## src/rtl/riscv_pkg.sv

```systemverilog
// Shared definitions for the instruction-memory boot loader.
// State encoding and word geometry used by the loader and its byte packer.
package riscv_pkg;

  typedef enum logic [2:0] {
    ST_HDR   = 3'd0,
    ST_LOAD  = 3'd1,
    ST_WRITE = 3'd2,
    ST_DONE  = 3'd3,
    ST_ERR   = 3'd4
  } ld_state_t;

  localparam int BYTES_PER_WORD = 4;

endpackage

```

## src/rtl/byte_packer.sv

```systemverilog
// Little-endian 4-byte assembler; o_word is valid combinationally with the 4th accepted byte.
// No backpressure of its own: every i_vld cycle consumes i_dat, partial bytes hold while idle.
module byte_packer
  import riscv_pkg::*;
(
  input  logic        clock,
  input  logic        clear,
  input  logic        i_vld,
  input  logic [7:0]  i_dat,
  output logic [31:0] o_word,
  output logic        o_word_vld
);

  logic [1:0]  r_byte_cnt;
  logic [23:0] r_shift;

  // Bytes shift in from the top so the first byte lands in bits [7:0].
  assign o_word     = {i_dat, r_shift};
  assign o_word_vld = i_vld && (r_byte_cnt == 2'(BYTES_PER_WORD - 1));

  always_ff @(posedge clock) begin
    if (clear) begin
      r_byte_cnt <= '0;
      r_shift    <= '0;
    end else if (i_vld) begin
      r_byte_cnt <= r_byte_cnt + 2'd1;
      r_shift    <= {i_dat, r_shift[23:8]};
    end
  end

endmodule

```

## src/rtl/imem_loader.sv

```systemverilog
// Boot loader: 4-byte LE word-count header, then N LE words written to instruction RAM.
// 5 cycles per word back-to-back; in_ready drops during the write cycle and in DONE/ERR.
module imem_loader
  import riscv_pkg::*;
#(
  parameter int ADDR_WIDTH = 32,
  parameter int BASE_ADDR  = 0,
  parameter int MAX_WORDS  = 1024
) (
  input  logic                  clock,
  input  logic                  clear,
  input  logic                  in_valid,
  input  logic [7:0]            in_data,
  output logic                  in_ready,
  output logic [31:0]           mem_data,
  output logic [ADDR_WIDTH-1:0] mem_addr,
  output logic                  mem_we,
  output logic                  core_clear,
  output logic                  done,
  output logic                  error
);

  ld_state_t             r_state, w_nxt;
  logic                  r_in_ready, r_mem_we, r_core_clear, r_done, r_error;
  logic [31:0]           r_mem_data, r_count, r_word_idx;
  logic [ADDR_WIDTH-1:0] r_mem_addr;

  logic        w_xfer, w_hdr_acc, w_pay_acc, w_hdr_vld, w_pay_vld, w_last;
  logic [31:0] w_hdr_word, w_pay_word;

  assign w_xfer    = in_valid && r_in_ready;
  assign w_hdr_acc = w_xfer && (r_state == ST_HDR);
  assign w_pay_acc = w_xfer && (r_state == ST_LOAD);
  assign w_last    = (r_word_idx == r_count - 32'd1);

  byte_packer u_hdr_packer (
    .clock      (clock),
    .clear      (clear),
    .i_vld      (w_hdr_acc),
    .i_dat      (in_data),
    .o_word     (w_hdr_word),
    .o_word_vld (w_hdr_vld)
  );

  byte_packer u_pay_packer (
    .clock      (clock),
    .clear      (clear),
    .i_vld      (w_pay_acc),
    .i_dat      (in_data),
    .o_word     (w_pay_word),
    .o_word_vld (w_pay_vld)
  );

  always_comb begin
    w_nxt = r_state;
    case (r_state)
      ST_HDR: begin
        if (w_hdr_vld) begin
          if (w_hdr_word == 32'd0)                 w_nxt = ST_DONE;
          else if (w_hdr_word > 32'(MAX_WORDS))    w_nxt = ST_ERR;
          else                                     w_nxt = ST_LOAD;
        end
      end
      ST_LOAD:  if (w_pay_vld) w_nxt = ST_WRITE;
      ST_WRITE: w_nxt = w_last ? ST_DONE : ST_LOAD;
      ST_DONE:  w_nxt = ST_DONE;
      ST_ERR:   w_nxt = ST_ERR;
      default:  w_nxt = ST_HDR;
    endcase
  end

  always_ff @(posedge clock) begin
    if (clear) r_state <= ST_HDR;
    else       r_state <= w_nxt;
  end

  // Outputs are registered from the next state so they line up with the state they describe.
  always_ff @(posedge clock) begin
    if (clear) begin
      r_in_ready   <= 1'b0;
      r_mem_we     <= 1'b0;
      r_core_clear <= 1'b1;
      r_done       <= 1'b0;
      r_error      <= 1'b0;
      r_count      <= '0;
      r_word_idx   <= '0;
      r_mem_data   <= '0;
      r_mem_addr   <= ADDR_WIDTH'(BASE_ADDR);
    end else begin
      r_in_ready   <= (w_nxt == ST_HDR) || (w_nxt == ST_LOAD);
      r_mem_we     <= (w_nxt == ST_WRITE);
      r_core_clear <= (w_nxt != ST_DONE);
      r_done       <= (w_nxt == ST_DONE);
      r_error      <= (w_nxt == ST_ERR);
      if (w_hdr_vld) r_count <= w_hdr_word;
      if (w_pay_vld) begin
        r_mem_data <= w_pay_word;
        r_mem_addr <= ADDR_WIDTH'(BASE_ADDR) + ADDR_WIDTH'(r_word_idx);
      end
      if ((r_state == ST_WRITE) && !w_last) r_word_idx <= r_word_idx + 32'd1;
    end
  end

  assign in_ready   = r_in_ready;
  assign mem_we     = r_mem_we;
  assign mem_data   = r_mem_data;
  assign mem_addr   = r_mem_addr;
  assign core_clear = r_core_clear;
  assign done       = r_done;
  assign error      = r_error;

endmodule

```

## config.mk

```make
export PLATFORM = sky130hd
export DESIGN_NAME = imem_loader
export DESIGN_NICKNAME = d
export VERILOG_FILES = /design/src/rtl/riscv_pkg.sv /design/src/rtl/byte_packer.sv /design/src/rtl/imem_loader.sv
export SDC_FILE = /design/constraint.sdc
export NUM_CORES = 1
export LEC_CHECK = 0
export CAP_MARGIN = 20
export CORE_ASPECT_RATIO = 1.75
export CORE_UTILIZATION = 35
export DETAILED_ROUTE_END_ITERATION = 12
export GPL_TIMING_DRIVEN = 1
export MAX_ROUTING_LAYER = met4
export PLACE_DENSITY = 0.61
export SLEW_MARGIN = 0
export SYNTH_ARGS = -nofsm -noshare
export SYNTH_HDL_FRONTEND = slang
export SYNTH_SLANG_ARGS = --single-unit
```

## constraint.sdc

```tcl
create_clock -name clock -period 5.5 [get_ports clock]
set_input_delay 1.1 -clock clock [delete_from_list [all_inputs] [get_ports clock]]
set_output_delay 1.1 -clock clock [all_outputs]
set_load 0.01 [all_outputs]
```

==> results of run 1 <==
[registers in the layout, summed over array words and instances, names as in the netlist]
register / count
u_hdr_packer.r_shift: 24
mem_data: 32
mem_we: 1
done: 1
u_pay_packer.r_byte_cnt: 2
r_word_idx: 32
error: 1
u_hdr_packer.r_byte_cnt: 2
r_state: 3
u_pay_packer.r_shift: 24
r_count: 32
in_ready: 1
mem_addr: 32
core_clear: 1
[power by group through the flow]
stage / sequential, uW / combinational, uW / clock [uW]
after global routing: 1370 / 63.8 / 1460
final: 1370 / 57.9 / 1370
after floorplan: 1400 / 34.2 / 0
after global placement: 1400 / 58.8 / 0
after detailed placement: 1400 / 58.8 / 0
after CTS: 1370 / 59.0 / 1410
[metal layers]
metal	track usage [%]	up-vias	share of wire (%)
li1	-	3659	-
met1	20.0	3335	40
met2	33.8	149	54
met3	3.08	46	3.1
met4	8.30	0	3.1
met5	-	-	0
[cell families (layout without fill, tap and decap cells)]
logic type | Yosys count | count (layout) | share of synthesized area [%]
muxes | 5 | 5 | 0.615
DFF | 188 | 188 | 46.2
and+or+nand+nor | 485 | 485 | 26.8
xor gates and xnor gates | 46 | 46 | 4.95
adders and majority gates | 4 | 4 | 0.615
buffers and inverters | 87 | 132 | 4.47
AOI/OAI and AO/OA | 243 | 243 | 16.3
[area by class of cell]
type                       instances  area [sq um]  area share (%)
sequential                       188          3760            38.7
multi-input combinational        783          4030            41.4
timing repair buffer              88           856            8.80
tap                              300           375            3.86
clock buffer                      18           429            4.41
clock inverter                    14           228            2.34
inverter                          12          45.0           0.463
[per-stage QoR]
stage | cells | hold WS [ns]
4_1_cts | 1403 | 0.456
3_5_place_dp | 1371 | 0.446
3_3_place_gp | 1371 | 0.438
6_report | 1403 | 0.453
5_1_grt | 1403 | 0.468
2_1_floorplan | 1058 | 0.432
[worst max-delay path, delay by kind of cell (launching register included)]
| family | cells | cell delay, ns |
|---|---|---|
| AOI/OAI and AO/OA | 2 | 0.79 |
| and+or+nand+nor | 5 | 2.02 |
| xor gates and xnor gates | 1 | 0.16 |
| muxes | 1 | 0.27 |
| adders and majority gates | 1 | 0.32 |
| DFF | 1 | 0.40 |
| buffers and inverters | 1 | 0.09 |
[how the worst max path moves through the flow]
stage | end | cells after the start | slack [ns]
6_report | r_word_idx[1] | 11 | 1.32
5_1_grt | r_word_idx[8] | 11 | 0.87
4_1_cts | r_word_idx[1] | 11 | 1.29
3_5_place_dp | r_word_idx[1] | 11 | 1.30
2_1_floorplan | r_word_idx[1] | 14 | 2.24
3_3_place_gp | r_word_idx[1] | 11 | 1.41
[cell usage in the layout (no fill, tap or decap), drive strengths merged, types with 2 or more instances in the layout]
cell type        n
and3             5
ha               4
o21a             3
or4             15
nor4            20
nand2b           6
dfxtp          188
bufinv           5
clkinv           2
nand4           12
a21oi          184
nand4b           2
o21ai           33
xor2            26
or2              2
nor3b            7
clkdlybuf4s50   78
mux2i            5
inv             18
nor2b            2
nand2          318
and2             3
buf             10
clkbuf          18
nor3            14
or3             23
o31ai            7
nand3           20
o2111ai          4
xnor2           20
a31oi            2
nor2            32
==> results.md, run 1 <==
- The antenna cell count is 0.
- The width of the die is 117 um.
- The detailed router finished its first iteration with 490 violations.
- Across the run, the number of max-cap violations was 0.
- Headroom to the max-slew limit came out at 35.2%.
- The worst hold-check path type is reg -> reg.
- The endpoint with the worst hold slack is mem_addr[17].
- The initial antenna violation count is 0.
- The synthesized flop and latch total is 188.
- The root buffer cell is sky130_fd_sc_hd__clkbuf_16.
- The fraction of registers with async set/reset is 0%.
- Hold repair after CTS inserted 0 buffers.
- Along the worst path, the maximum fanout reaches 23.
- The logic depth of the worst register-to-register path is 11.
- The post-route netlist has 5.08% of its cells at a drive strength greater than 1.
- The category of the critical setup timing path is reg -> reg.
- The instance count of the mapped netlist is 1058.
- Setup violations remaining at the end of the flow were counted as 0.
- Sorting the synthesized cells by how often they occur yields sky130_fd_sc_hd__nand2_1, sky130_fd_sc_hd__dfxtp_1, sky130_fd_sc_hd__a21oi_1.
- STA classifies the critical path endpoint as a flip-flop.
- Setup repair after global routing left no endpoint under its margin.
- The mapped netlist covers 8140 sq um.
- Power spread over the standard cell area amounts to 288 nW/um^2.
- The final sum of negative setup slack is 0 ns.
- Counting along the longest clock path gives a buffer depth of 2.
- At the later pin of the worst-skew pair, clock insertion delay measures 0.44 ns.
- In this run the register-to-register setup slack is 1.32 ns.
- The detailed-route DRC error count is 0.
- The area share of the largest cell type after synthesis is 46.2%.
- Counting distinct cell types in the post-synthesis netlist gives 54.
- The placed instances occupy a cell area of 9070 sq um.
- After detailed routing, the total wire length is 20800 um.
- The most common cell in the synthesized netlist is sky130_fd_sc_hd__nand2_1.
- The most critical setup path has its startpoint at r_count[0].
- The proportion of power drawn by flip-flops and latches is 48.9%.
- The ratio of routed vias to standard cells is 5.12.
- The top achievable clock speed is 239 MHz.
- The first global-routing pass estimated 34600 um of wire.
- The number of iterations in the first detailed-routing pass is 5.
- TritonCTS built the clock tree.
- For this run, the number of Yosys warnings is 0.
- The largest single stage delay on the critical path is 0.69 ns.
- The count of final max-slew check failures is 0.
- The number of H-tree branching levels is 4.
- Once the clock tree was built, the setup fixing pass inserted 0 buffers.
- The switching power as a share of total power is 21.5%.
- The count of clock tree sinks is 188.
- The endpoint identified for the worst register-to-register timing path is r_word_idx[1].
- The placement-stage worst setup slack is 1.30 ns.
- The die area is 23900 sq um.
- The fill cell total of the finished layout is 2323.
- The flow ran to the end, and the final reports show no timing, DRC or antenna violations.
- The most used flip-flop cell after synthesis is sky130_fd_sc_hd__dfxtp_1.
- The routed wirelength normalized by instance count is 14.8 um.
- The synthesized design spends more area on one cell type than any other, namely sky130_fd_sc_hd__dfxtp_1.
- Across the VDD grid, the largest voltage drop is 250 uV.
- Across all layers, the routed design uses 7189 vias.
- The worst register-to-register path begins at r_count[0].
- The post-synthesis net count is 1073.
- The residual antenna-violating net count after detailed routing is 0.
- The die is 204 um tall.
- TritonCTS created 17 clock buffers.
- Summing all non-filler instances in the final layout gives an area of 9720 sq um.
- The final period demand of the worst path is 4.18 ns.
- In this run, the clock network consumes 49.0% of the power.
- The transition time of the tightest slew-check pin is 0.971 ns.
- For this run, the total global-route usage over all layers was measured as 18.7%.
- The number of synthesized flops with an enable pin is 0.
- The number of ports placed on the die boundary is 80.
- The analysis attributes to net switching a power of 602 uW.
- The via count of the first global-routing pass is 6800.
- For this design the static power due to leakage is 0.00323 uW.
- Sequential elements use 46.2% of the synthesized area.
- The final count of hold timing violations is 0.
- The count of buffers from port buffering is 79.
- The number of core rows is 73.
- The worst hold path begins at mem_addr[17].
- The internal power is 2200 uW.
- The final core utilization is 42.8%.
- For the final database, setup skew stands at 0.00928 ns.
- Power comes to 2800 uW.
- Relative to the synthesized area, the layout overhead comes to 19.4%.
- The HPWL after detailed placement is 14600 um.
- The maximum number of pins on one net before global-route repair is 72.
- The area of the placeable core is 22700 sq um.
- The data arrival time of the worst path is 4.49 ns.
- Summed over all layers, the global routing overflow is 0.
- Once the floorplan was initialized, standard cells occupied 35.8% of the core.
- The largest individual stage delay along the critical path comes from the cell sky130_fd_sc_hd__o21ai_2.
- The number of cells upsized or downsized after cts is 0.
- Setup slack on the critical path of the routed design comes to 1.32 ns.
- The element type at the critical path start is a flip-flop.
- For the worst setup path, the data required time is 5.80 ns.
- After layout, the worst path uses 76.1% of the clock period.
- The per-instance average area after synthesis is 7.70 sq um.
- Routability-driven placement finished with a final weighted congestion of 0.856.
- Clock-pin slew was measured on the worst setup and hold paths at 0.07 ns.
- By area the synthesized netlist is led by sky130_fd_sc_hd__dfxtp_1, sky130_fd_sc_hd__nand2_1, sky130_fd_sc_hd__a21oi_1.
- The cell depth of the worst min-delay path is 2.
- The power share of the combinational group is 2.1%.
- The final net count is 1105.
- Walking the worst path, the cells encountered are inv_1 -> ha_1 -> nor3b_1 -> nand3_1 -> nor4b_1 -> xnor2_1 -> o21ai_0 -> or4_4 -> o21ai_2 -> mux2i_1 -> nor2_1.
Note: power is estimated with default switching activity, not from simulation.
==> inputs of run 2 (changes only) <==
--- a/config.mk
+++ b/config.mk
@@ -11,7 +11,7 @@
 export DETAILED_ROUTE_END_ITERATION = 12
 export GPL_TIMING_DRIVEN = 1
 export MAX_ROUTING_LAYER = met4
-export PLACE_DENSITY = 0.61
+export PLACE_DENSITY = 0.63
 export SLEW_MARGIN = 0
 export SYNTH_ARGS = -nofsm -noshare
 export SYNTH_HDL_FRONTEND = slang
==> constraint.sdc (replaced) <==
create_clock -name clock -period 3.61 [get_ports clock]
set_input_delay 0.722 -clock clock [delete_from_list [all_inputs] [get_ports clock]]
set_output_delay 0.722 -clock clock [all_outputs]
set_load 0.01 [all_outputs]
==> results.md, run 2 (synthesized netlist as in run 1, its figures left out) <==
- The number of buffers created by CTS is 17.
- After clock tree synthesis, the clock-pin slew on the worst setup and hold paths is 0.07 ns.
- The count of final max-slew check failures was 0.
- The clock tree skew after final layout is 0.0271 ns.
- The power spent charging and discharging nets is 976 uW.
- The combined global-route utilization of all metal layers is 18.7%.
- The first detailed-routing pass took 4 iterations.
- In the final design database the tool counted 1134 nets.
- The ratio of routed vias to standard cells is 5.09.
- The initial core utilization is 35.8%.
- The clock tree from TritonCTS is done.
- Dividing total power by cell area gives a power density of 410 nW/um^2.
- The routed wirelength normalized by instance count is 14.5 um.
- For this run, the slowest stage of the critical path takes 0.62 ns.
- The most common cell after layout, fill and taps aside is sky130_fd_sc_hd__nand2_1.
- The max-cap check violation count is 0.
- The element type at the critical path start is a flip-flop.
- The placed instances occupy a cell area of 9330 sq um.
- The via count of the first global-routing pass is 6917.
- The fraction of power consumed by the clock network is 46.4%.
- Counting along the longest clock path gives a buffer depth of 2.
- In this run the static leakage power is 0.00337 uW.
- The die area is 23900 sq um.
- The category of the critical setup timing path is reg -> reg.
- For this block, wires on met1 add up to 8590 um.
- In this run the top signal layer used is met4.
- The top cell types in the final layout, fill and taps aside, are sky130_fd_sc_hd__nand2_1, sky130_fd_sc_hd__dfxtp_1, sky130_fd_sc_hd__a21oi_1.
- The power consumption is 4080 uW.
- The switching power as a share of total power is 24.0%.
- The total buffers and inverters traversed by the critical path is 1.
- The internal power is 3100 uW.
- The transition time of the tightest slew-check pin is 0.934 ns.
- Summing over every cut layer, the via total after detailed routing is 7292.
- Traced cell by cell, the critical path runs through inv_1 -> ha_1 -> xnor2_1 -> or4_1 -> a2111oi_2 -> nand4_1 -> or4_4 -> o2111ai_2 -> or4_1 -> a21oi_1.
- The die height is 204 um.
- The tightest slew margin relative to the limit is 37.7%.
- The flow ran to the end, and the final reports show no timing, DRC or antenna violations.
- The tree is rooted in a sky130_fd_sc_hd__clkbuf_16.
- Entering global routing, the biggest net connects 93 pins.
- In this run the number of H-tree levels came out at 4.
- The synthesis-to-finish area growth is 22.1%.
- The initial antenna violation count was 0.
- The first global-routing pass estimated 34800 um of wire.
- In this run the core area contains 73 standard-cell rows.
- The number of setup violations in the final report is 0.
- The count of buffers from port buffering is 79.
- Summed over all failing endpoints, the final setup total negative slack is 0 ns.
- VDD sags by at most 331 uV.
- In this run the worst path has a maximum fanout of 7.
- After detailed routing, the met3 layer carries 565 um of wire.
- The cell family contributing the most delay on the critical path is simple AND/OR/NAND/NOR gates.
- Data on the critical path arrives at its endpoint at 3.68 ns.
- The worst hold path belongs to the class reg -> reg.
- The power share of the combinational group is 2.4%.
- The minimum hold slack is 0.453 ns.
- The final global-route overflow total is 0.
- The fraction of the cycle the final worst path needs is 93.8%.
- The die is 117 um wide.
- The worst path required time is 3.90 ns.
- The residual antenna-violating net count after detailed routing is 0.
- At the later pin of the worst-skew pair, clock insertion delay measures 0.45 ns.
- The wire-length estimate of the detail-placed layout is 14800 um.
- Derived from the worst setup path, the maximum achievable clock frequency is 295 MHz.
- The met2 routed wirelength is 11100 um.
- Sequential cells burn 51.2% of the power.
- Pin placement for this block handled 80 I/O pins.
- The congestion estimate from routability-driven global placement came to 0.898.
- Setup repair after global routing left no endpoint under its margin.
- The region available for standard cell placement spans 22700 sq um.
- Cells with a size suffix above 1 make up 7.60% of the layout.
- The post-layout instance area is 9950 sq um.
- Fill cells in the final layout number 2320.
- The routed design has 20800 um of wire.
- The number of design-rule violations left by the first detailed-router iteration is 478.
- The antenna cell count is 0.
- The final count of hold timing violations is 0.
- The kind of end point of the critical path is a flip-flop.
- On the critical path, the stage with the largest delay is an instance of sky130_fd_sc_hd__or4_4.
- The cell occurring most often along the worst timing path is sky130_fd_sc_hd__or4_1.
- The detailed-route DRC error count is 0.
- The count of clock tree sinks is 188.
- Counting I/O delays and the setup requirement, the final critical path takes 3.39 ns.
- The number of buffers inserted by post-CTS setup repair is 0.
run 2: cell count changes in the layout (fill, tap and decap cells not counted), moves of 3 or more:
| cell | change |
|---|---|
| sky130_fd_sc_hd__bufinv_16 | -4 |
| sky130_fd_sc_hd__buf_12 | +4 |
| sky130_fd_sc_hd__buf_4 | +25 |
| sky130_fd_sc_hd__clkinv_8 | +3 |
run 2: repair_timing:
item,in CTS,in global routing
setup endpoints to repair,0,9
hold buffers,0,0
resized for setup,0,1
run 2: final cells by class:
cell class                      count  area (sq um)  area share, %
Multi-Input combinational cell    783          4040           40.6
Sequential cell                   188          3760           37.8
Timing Repair Buffer              117          1120           11.3
Clock buffer                       17           425           4.28
Tap cell                          300           375           3.77
Clock inverter                     15           179           1.80
Inverter                           12          45.0          0.453
run 2: worst register-to-register path, stage by stage (launching register included):
cell,delay [ns]
sky130_fd_sc_hd__dfxtp_1,0.48
sky130_fd_sc_hd__inv_1,0.08
sky130_fd_sc_hd__ha_1,0.29
sky130_fd_sc_hd__xnor2_1,0.12
sky130_fd_sc_hd__or4_1,0.56
sky130_fd_sc_hd__a2111oi_2,0.30
sky130_fd_sc_hd__nand4_1,0.15
sky130_fd_sc_hd__or4_4,0.62
sky130_fd_sc_hd__o2111ai_2,0.39
sky130_fd_sc_hd__or4_1,0.18
sky130_fd_sc_hd__a21oi_1,0.07
run 2: layer usage:
metal,vias up,track usage (%)
met2,121,33.6
met3,25,3.16
met1,3432,19.7
met5,-,-
li1,3714,-
met4,0,8.67
run 2: path summary, 6_finish.rpt:
| kind | startpoint | endpoint | slack [ns] | cells past startpoint |
|---|---|---|---|---|
| setup reg to reg | r_count[1] | r_word_idx[11] | 0.22 | 10 |
| hold reg to reg | mem_addr[14] | mem_addr[14] | 0.45 | 2 |
| setup / recovery | r_count[1] | r_word_idx[11] | 0.22 | 10 |
| hold / removal | mem_addr[14] | mem_addr[14] | 0.45 | 2 |
run 2: power by group through the flow:
stage | Combinational, uW | Sequential [uW] | Clock, uW
floorplan | 52.1 | 2130 | 0
global placement | 96.3 | 2140 | 0
detailed placement | 96.4 | 2140 | 0
CTS | 96.7 | 2090 | 1940
global route | 104 | 2090 | 2020
finish | 95.8 | 2090 | 1890
run 2: through the flow:
| step | utilization, % | instances | setup slack, ns |
|---|---|---|---|
| after floorplan | - | 1058 | 0.346 |
| after global placement | 41.0 | 1400 | 0.236 |
| after detailed placement | 41.0 | 1400 | 0.189 |
| after CTS | 43.7 | 1432 | 0.184 |
| after global routing | 43.7 | 1432 | 0.0263 |
| final | 43.7 | 1432 | 0.223 |
==> patch 1, RTL diff (flow settings as in run 1) <==
Re-encode `ld_state_t` (5 states) as Gray code, 3 bits wide.
--- a/src/rtl/riscv_pkg.sv
+++ b/src/rtl/riscv_pkg.sv
@@ -3,11 +3,11 @@
 package riscv_pkg;
 
   typedef enum logic [2:0] {
-    ST_HDR   = 3'd0,
-    ST_LOAD  = 3'd1,
-    ST_WRITE = 3'd2,
-    ST_DONE  = 3'd3,
-    ST_ERR   = 3'd4
+    ST_HDR   = 3'b000,
+    ST_LOAD  = 3'b001,
+    ST_WRITE = 3'b011,
+    ST_DONE  = 3'b010,
+    ST_ERR   = 3'b110
   } ld_state_t;
 
   localparam int BYTES_PER_WORD = 4;
Check against the original RTL: no difference found for any inputs over 10 cycles, from zero or initial values; not proved beyond that.
==> patch 1 against run 1 <==
  * Count of clock-buffer cells in the layout shrank 1
  * Via count grew 2.2%
  * Die area grew 1.6%
  * Sequential power is essentially flat
  * Cell area grew 0.81%
  * Synthesized area grew 1.6%
  * Sequential cell count is the same
  * Non-clock buffer count is the same
  * Wire length grew 3.0%
  * Sequential share of layout area shrank 0.31 points
  * Power shrank 4.6%
  * Largest power group unchanged
  * Setup slack gained 0.42 ns
  * Global-route usage is essentially flat
  * Largest cell class unchanged
==> patch 1: results (changes against run 1) <==
grt_pass1_vias: 7022  # was 6800
cp_max_fo: 58  # was 23
drtIter0Drc: 423  # was 490
hold_class: "flop to flop"  # unchanged
cp_slowest_cell: "nor4_1"  # was o21ai_2
avgViaCountPerCell: 5.185  # was 5.124
fill_cells: 2389  # was 2323
post-place-ws_ns: 1.780  # was 1.296 ns
seq_area_frac_synth_pct: 45.49  # was 46.21%
leakage_nw: 3.231  # about the same
synthTopCellsByArea: "dfxtp_1 45%, nand2_1 15%, a21oi_1 11%, xnor2_1 3.5%, clkbuf_1 3.0%"  # was dfxtp_1 46%, nand2_1 15%, a21oi_1 11%, xor2_1 2.8%, clkbuf_1 2.7%
worstPathArrival_ns: 4.09  # was 4.49 ns
sw_frac_of_total_pct: 23.96  # was 21.49%
p_comb_mw: 0.0575  # was 0.0579 mW
seqPwrFrac_pct: 51.3  # was 48.9%
status: "completed"  # unchanged
ys_top_cells_by_count: "329 x nand2_1, 188 x dfxtp_1, 179 x a21oi_1"  # was 318 x nand2_1, 188 x dfxtp_1, 184 x a21oi_1
synthesis.nets: 1087  # was 1073
grt_use_total_pct: 18.73  # was 18.74%
vdd_drop_max_mv: 0.2342  # was 0.2504 mV
grt_max_degree: 85  # was 72
wire_per_inst_um: 15.13  # was 14.83 µm
yosysUniqueCellTypes: 56  # was 54
grt_pass1_wl_mm: 35.09  # was 34.61 mm
cpPeakStageDelay_ns: 0.60  # was 0.69 ns
dp_hpwl_mm: 15.15  # was 14.57 mm
layout-drive-gt1-share_pct: 5.571  # was 5.077%
## patch 1: final timing paths
| kind | from | end | slack (ns) | depth (start not counted) |
|---|---|---|---|---|
| min | mem_addr[3] | mem_addr[3] | 0.45 | 2 |
| max reg2reg | r_count[7] | r_word_idx[12] | 1.74 | 10 |
| max | r_count[7] | r_word_idx[12] | 1.74 | 10 |
| min reg2reg | mem_addr[3] | mem_addr[3] | 0.45 | 2 |
## patch 1: metrics by stage
stage,power (mW),util [%],instance area [µm²],instances
final,2.673,42.18,9802,1417
after global routing,2.769,42.18,9802,1417
after CTS,2.707,42.18,9802,1417
after detailed placement,1.461,39.59,9201,1385
after global placement,1.461,39.59,9201,1385
after floorplan,1.437,-,8274,1072
## patch 1: cell type report
type                            count  area, µm²  area share, %
Multi-Input combinational cell    799       4179          42.63
Timing Repair Buffer               88      855.8          8.731
Inverter                            6      22.52         0.2298
Clock inverter                     15      175.2          1.787
Clock buffer                       17      425.4          4.340
Sequential cell                   188       3764          38.40
Tap cell                          304      380.4          3.881
## patch 1: metal layers
layer | part of all wire, % | track usage (%)
met1 | 39 | 19.45
met2 | 54 | 33.72
met3 | 2.6 | 2.772
met4 | 4.0 | 10.53
met5 | 0 | -
## patch 1: worst max-delay path: cells and delay by family (launching register included)
kind	cells	cell delay, ns
AOI/OAI and AO/OA	2	0.28
xor gates and xnor gates	1	0.16
buffers and inverters	1	0.43
DFF	1	0.40
muxes	1	0.29
and+or+nand+nor	5	2.05
## patch 1: kinds of logic after synthesis
kind of cell | count (synthesis) | share of synthesized area [%]
AND/OR/NAND/NOR | 505 | 28.08
AO/OA/AOI/OAI | 233 | 15.55
flip-flops | 188 | 45.49
buffers and inverters | 85 | 4.128
XOR/XNOR | 52 | 5.504
multiplexers | 5 | 0.6502
adder cells (fa/ha/maj) | 4 | 0.6049
==> patch 2, RTL diff (config.mk and constraints of run 1) <==
Without the edit above. Set the parameter `ADDR_WIDTH` to 48 (it was 32).
--- a/src/rtl/imem_loader.sv
+++ b/src/rtl/imem_loader.sv
@@ -3,7 +3,7 @@
 module imem_loader
   import riscv_pkg::*;
 #(
-  parameter int ADDR_WIDTH = 32,
+  parameter int ADDR_WIDTH = 48,
   parameter int BASE_ADDR  = 0,
   parameter int MAX_WORDS  = 1024
 ) (
Interface: changed (resized mem_addr); port bits go from 80 to 96. The function was not compared with the original's and may differ.
==> patch 2 against run 1 <==
  * Core utilization decreased by 1.1 points
  * Die area increased by 4.1%
  * Sequential cell count unchanged
  * Worst hold slack about the same
  * Setup slack improved by 0.19 ns
  * Via count increased by 4.8%
  * Clock skew increased by 0.0036 ns
  * Cell area increased by 2.5%
  * Sequential share of layout area decreased by 0.93 points
  * Wire length increased by 9.7%
  * Power decreased by 4.3%
  * Clock power decreased by 9%
  * Synthesized area increased by 4.2%
==> patch 2: results (changes against run 1) <==
status: "completed"  # unchanged
worstHoldStart: "mem_addr[16]"  # was mem_addr[17]
nNetsFinal: 1133  # was 1105
ys_top_cells_by_count: "315 x nand2_1, 188 x dfxtp_1, 168 x a21oi_1"  # was 318 x nand2_1, 188 x dfxtp_1, 184 x a21oi_1
leakage_nw: 3.293  # was 3.231 nW
grt_max_degree: 138  # was 72
cts.htree.levels: 4  # unchanged
fill_cells: 2496  # was 2323
fin_skew_ns: 0.01291  # was 0.009283 ns
n_antenna_cell: 0  # unchanged
drtIter0Drc: 450  # was 490
yosysWarnings: 0  # unchanged
synth_compound_gate_area_share_pct: 14.37  # was 16.32%
clock_path_buffers: 2  # unchanged
yosysUniqueCellTypes: 58  # was 54
worstPathArrival_ns: 4.33  # was 4.49 ns
vdd_drop_max_mv: 0.1601  # was 0.2504 mV
grt_pass1_wl_mm: 37.24  # was 34.61 mm
post_cts_resized: 0  # unchanged
grt_use_total_pct: 19.61  # was 18.74%
ys_async_sr_fraction_pct: 0  # unchanged
reg2reg_to: "r_word_idx[30]"  # was r_word_idx[1]
wire_per_inst_um: 15.87  # was 14.83 µm
synthTopCellsByArea: "dfxtp_1 44%, nand2_1 14%, a21oi_1 9.9%, xnor2_1 3.2%, clkbuf_1 2.8%"  # was dfxtp_1 46%, nand2_1 15%, a21oi_1 11%, xor2_1 2.8%, clkbuf_1 2.7%
synth_xor_area_share_pct: 4.749  # was 4.947%
hold_class: "flop to flop"  # unchanged
layout-drive-gt1-share_pct: 6.278  # was 5.077%
r2r_slack_ns: 1.50  # was 1.32 ns
synthAdderAreaFrac_pct: 0.5900  # was 0.6145%
io_buffers: 79  # unchanged
cp_max_fo: 47  # was 23
crit_path_start: "r_count[3]"  # was r_count[0]
clock_latency_ns: 0.45
cp-end-kind: "flop"  # unchanged
dp_hpwl_mm: 16.03  # was 14.57 mm
grt_pass1_vias: 7145  # was 6800
num_vias: 7532  # was 7189
slew_violations: 0  # unchanged
max_slew_margin_pct: 32.24  # was 35.25%
cts_buffers: 17  # unchanged
synthMuxAreaShare_pct: 2.271  # was 0.6145%
post-cts-setup-buffers: 0  # unchanged
root_buffer: "clkbuf_16"  # unchanged
place.gp.congestion: 0.8725  # was 0.8559
dr.pass1.iters: 4  # was 5
seq_area_frac_synth_pct: 44.37  # was 46.21%
r2r_cells: 10  # was 11
[patch 2: changes by cell type after synthesis, moves of 8 or more]
| cell | before | now |
|---|---|---|
| mux2_4 | 0 | 10 |
| or3_1 | 23 | 12 |
| nor2_1 | 31 | 43 |
| o21ai_0 | 21 | 13 |
| nor2b_1 | 2 | 11 |
| o21ai_1 | 9 | 0 |
| buf_4 | 4 | 17 |
| xnor2_1 | 20 | 31 |
| a21oi_1 | 184 | 168 |
| xor2_1 | 26 | 15 |
[patch 2: through the flow]
| stage | hold WS (ns) | worst slack (ns) | area, µm² | instances | utilization, % |
|---|---|---|---|---|---|
| final | 0.4535 | 1.504 | 9962 | 1439 | 41.63 |
| after global routing | 0.4650 | 1.280 | 9962 | 1439 | 41.63 |
| after CTS | 0.4563 | 1.524 | 9962 | 1439 | 41.63 |
| after detailed placement | 0.4433 | 1.542 | 9371 | 1407 | 39.16 |
| after global placement | 0.4418 | 1.588 | 9371 | 1407 | 39.16 |
| after floorplan | 0.4321 | 2.053 | 8539 | 1102 | - |
[patch 2: cell type report]
class	instances	area share, %
Clock buffer	19	4.446
Clock inverter	13	1.482
Inverter	8	0.3014
Multi-Input combinational cell	814	43.42
Sequential cell	188	37.78
Tap cell	308	3.868
Timing Repair Buffer	89	8.704
[patch 2: kinds of logic after synthesis]
kind of cell | after synthesis
other | 1
DFF | 188
muxes | 14
buffers and inverters | 100
adders and majority gates | 4
AOI/OAI and AO/OA | 220
and+or+nand+nor | 514
xor gates and xnor gates | 46
[patch 2: worst min-delay path by stage]
| stage | slack, ns | to | cells after the start |
|---|---|---|---|
| floorplan | 0.43 | mem_data[0] | 2 |
| global placement | 0.44 | mem_addr[16] | 2 |
| detailed placement | 0.44 | mem_data[1] | 2 |
| CTS | 0.46 | mem_addr[4] | 2 |
| global route | 0.47 | mem_addr[10] | 2 |
| finish | 0.45 | mem_addr[16] | 2 |
[patch 2: routing by layer]
metal	part of all wire (%)	up-vias	GRT usage, %
li1	-	3756	-
met1	40	3570	20.62
met2	53	155	34.76
met3	2.5	51	3.207
met4	4.3	0	10.13
met5	0	-	-
[patch 2: report_power, final]
group	leakage [nW]	internal [mW]	total, mW	switching (mW)
Sequential	1.52	1.37	1.37	0.00593
Combinational	1.49	0.0163	0.0677	0.0514
Clock	0.291	0.658	1.24	0.585
Total	3.29	2.04	2.68	0.643
[patch 2: worst max-delay path, stage by stage, from the launching register on]
cell     delay, ns
dfxtp_1       0.41
nor4_4        0.52
nand4_1       0.37
or4_1         0.58
a211o_1       0.28
a22oi_1       0.18
or4b_4        0.51
nor2_2        0.11
buf_4         0.39
or4_1         0.19
mux2_2        0.32
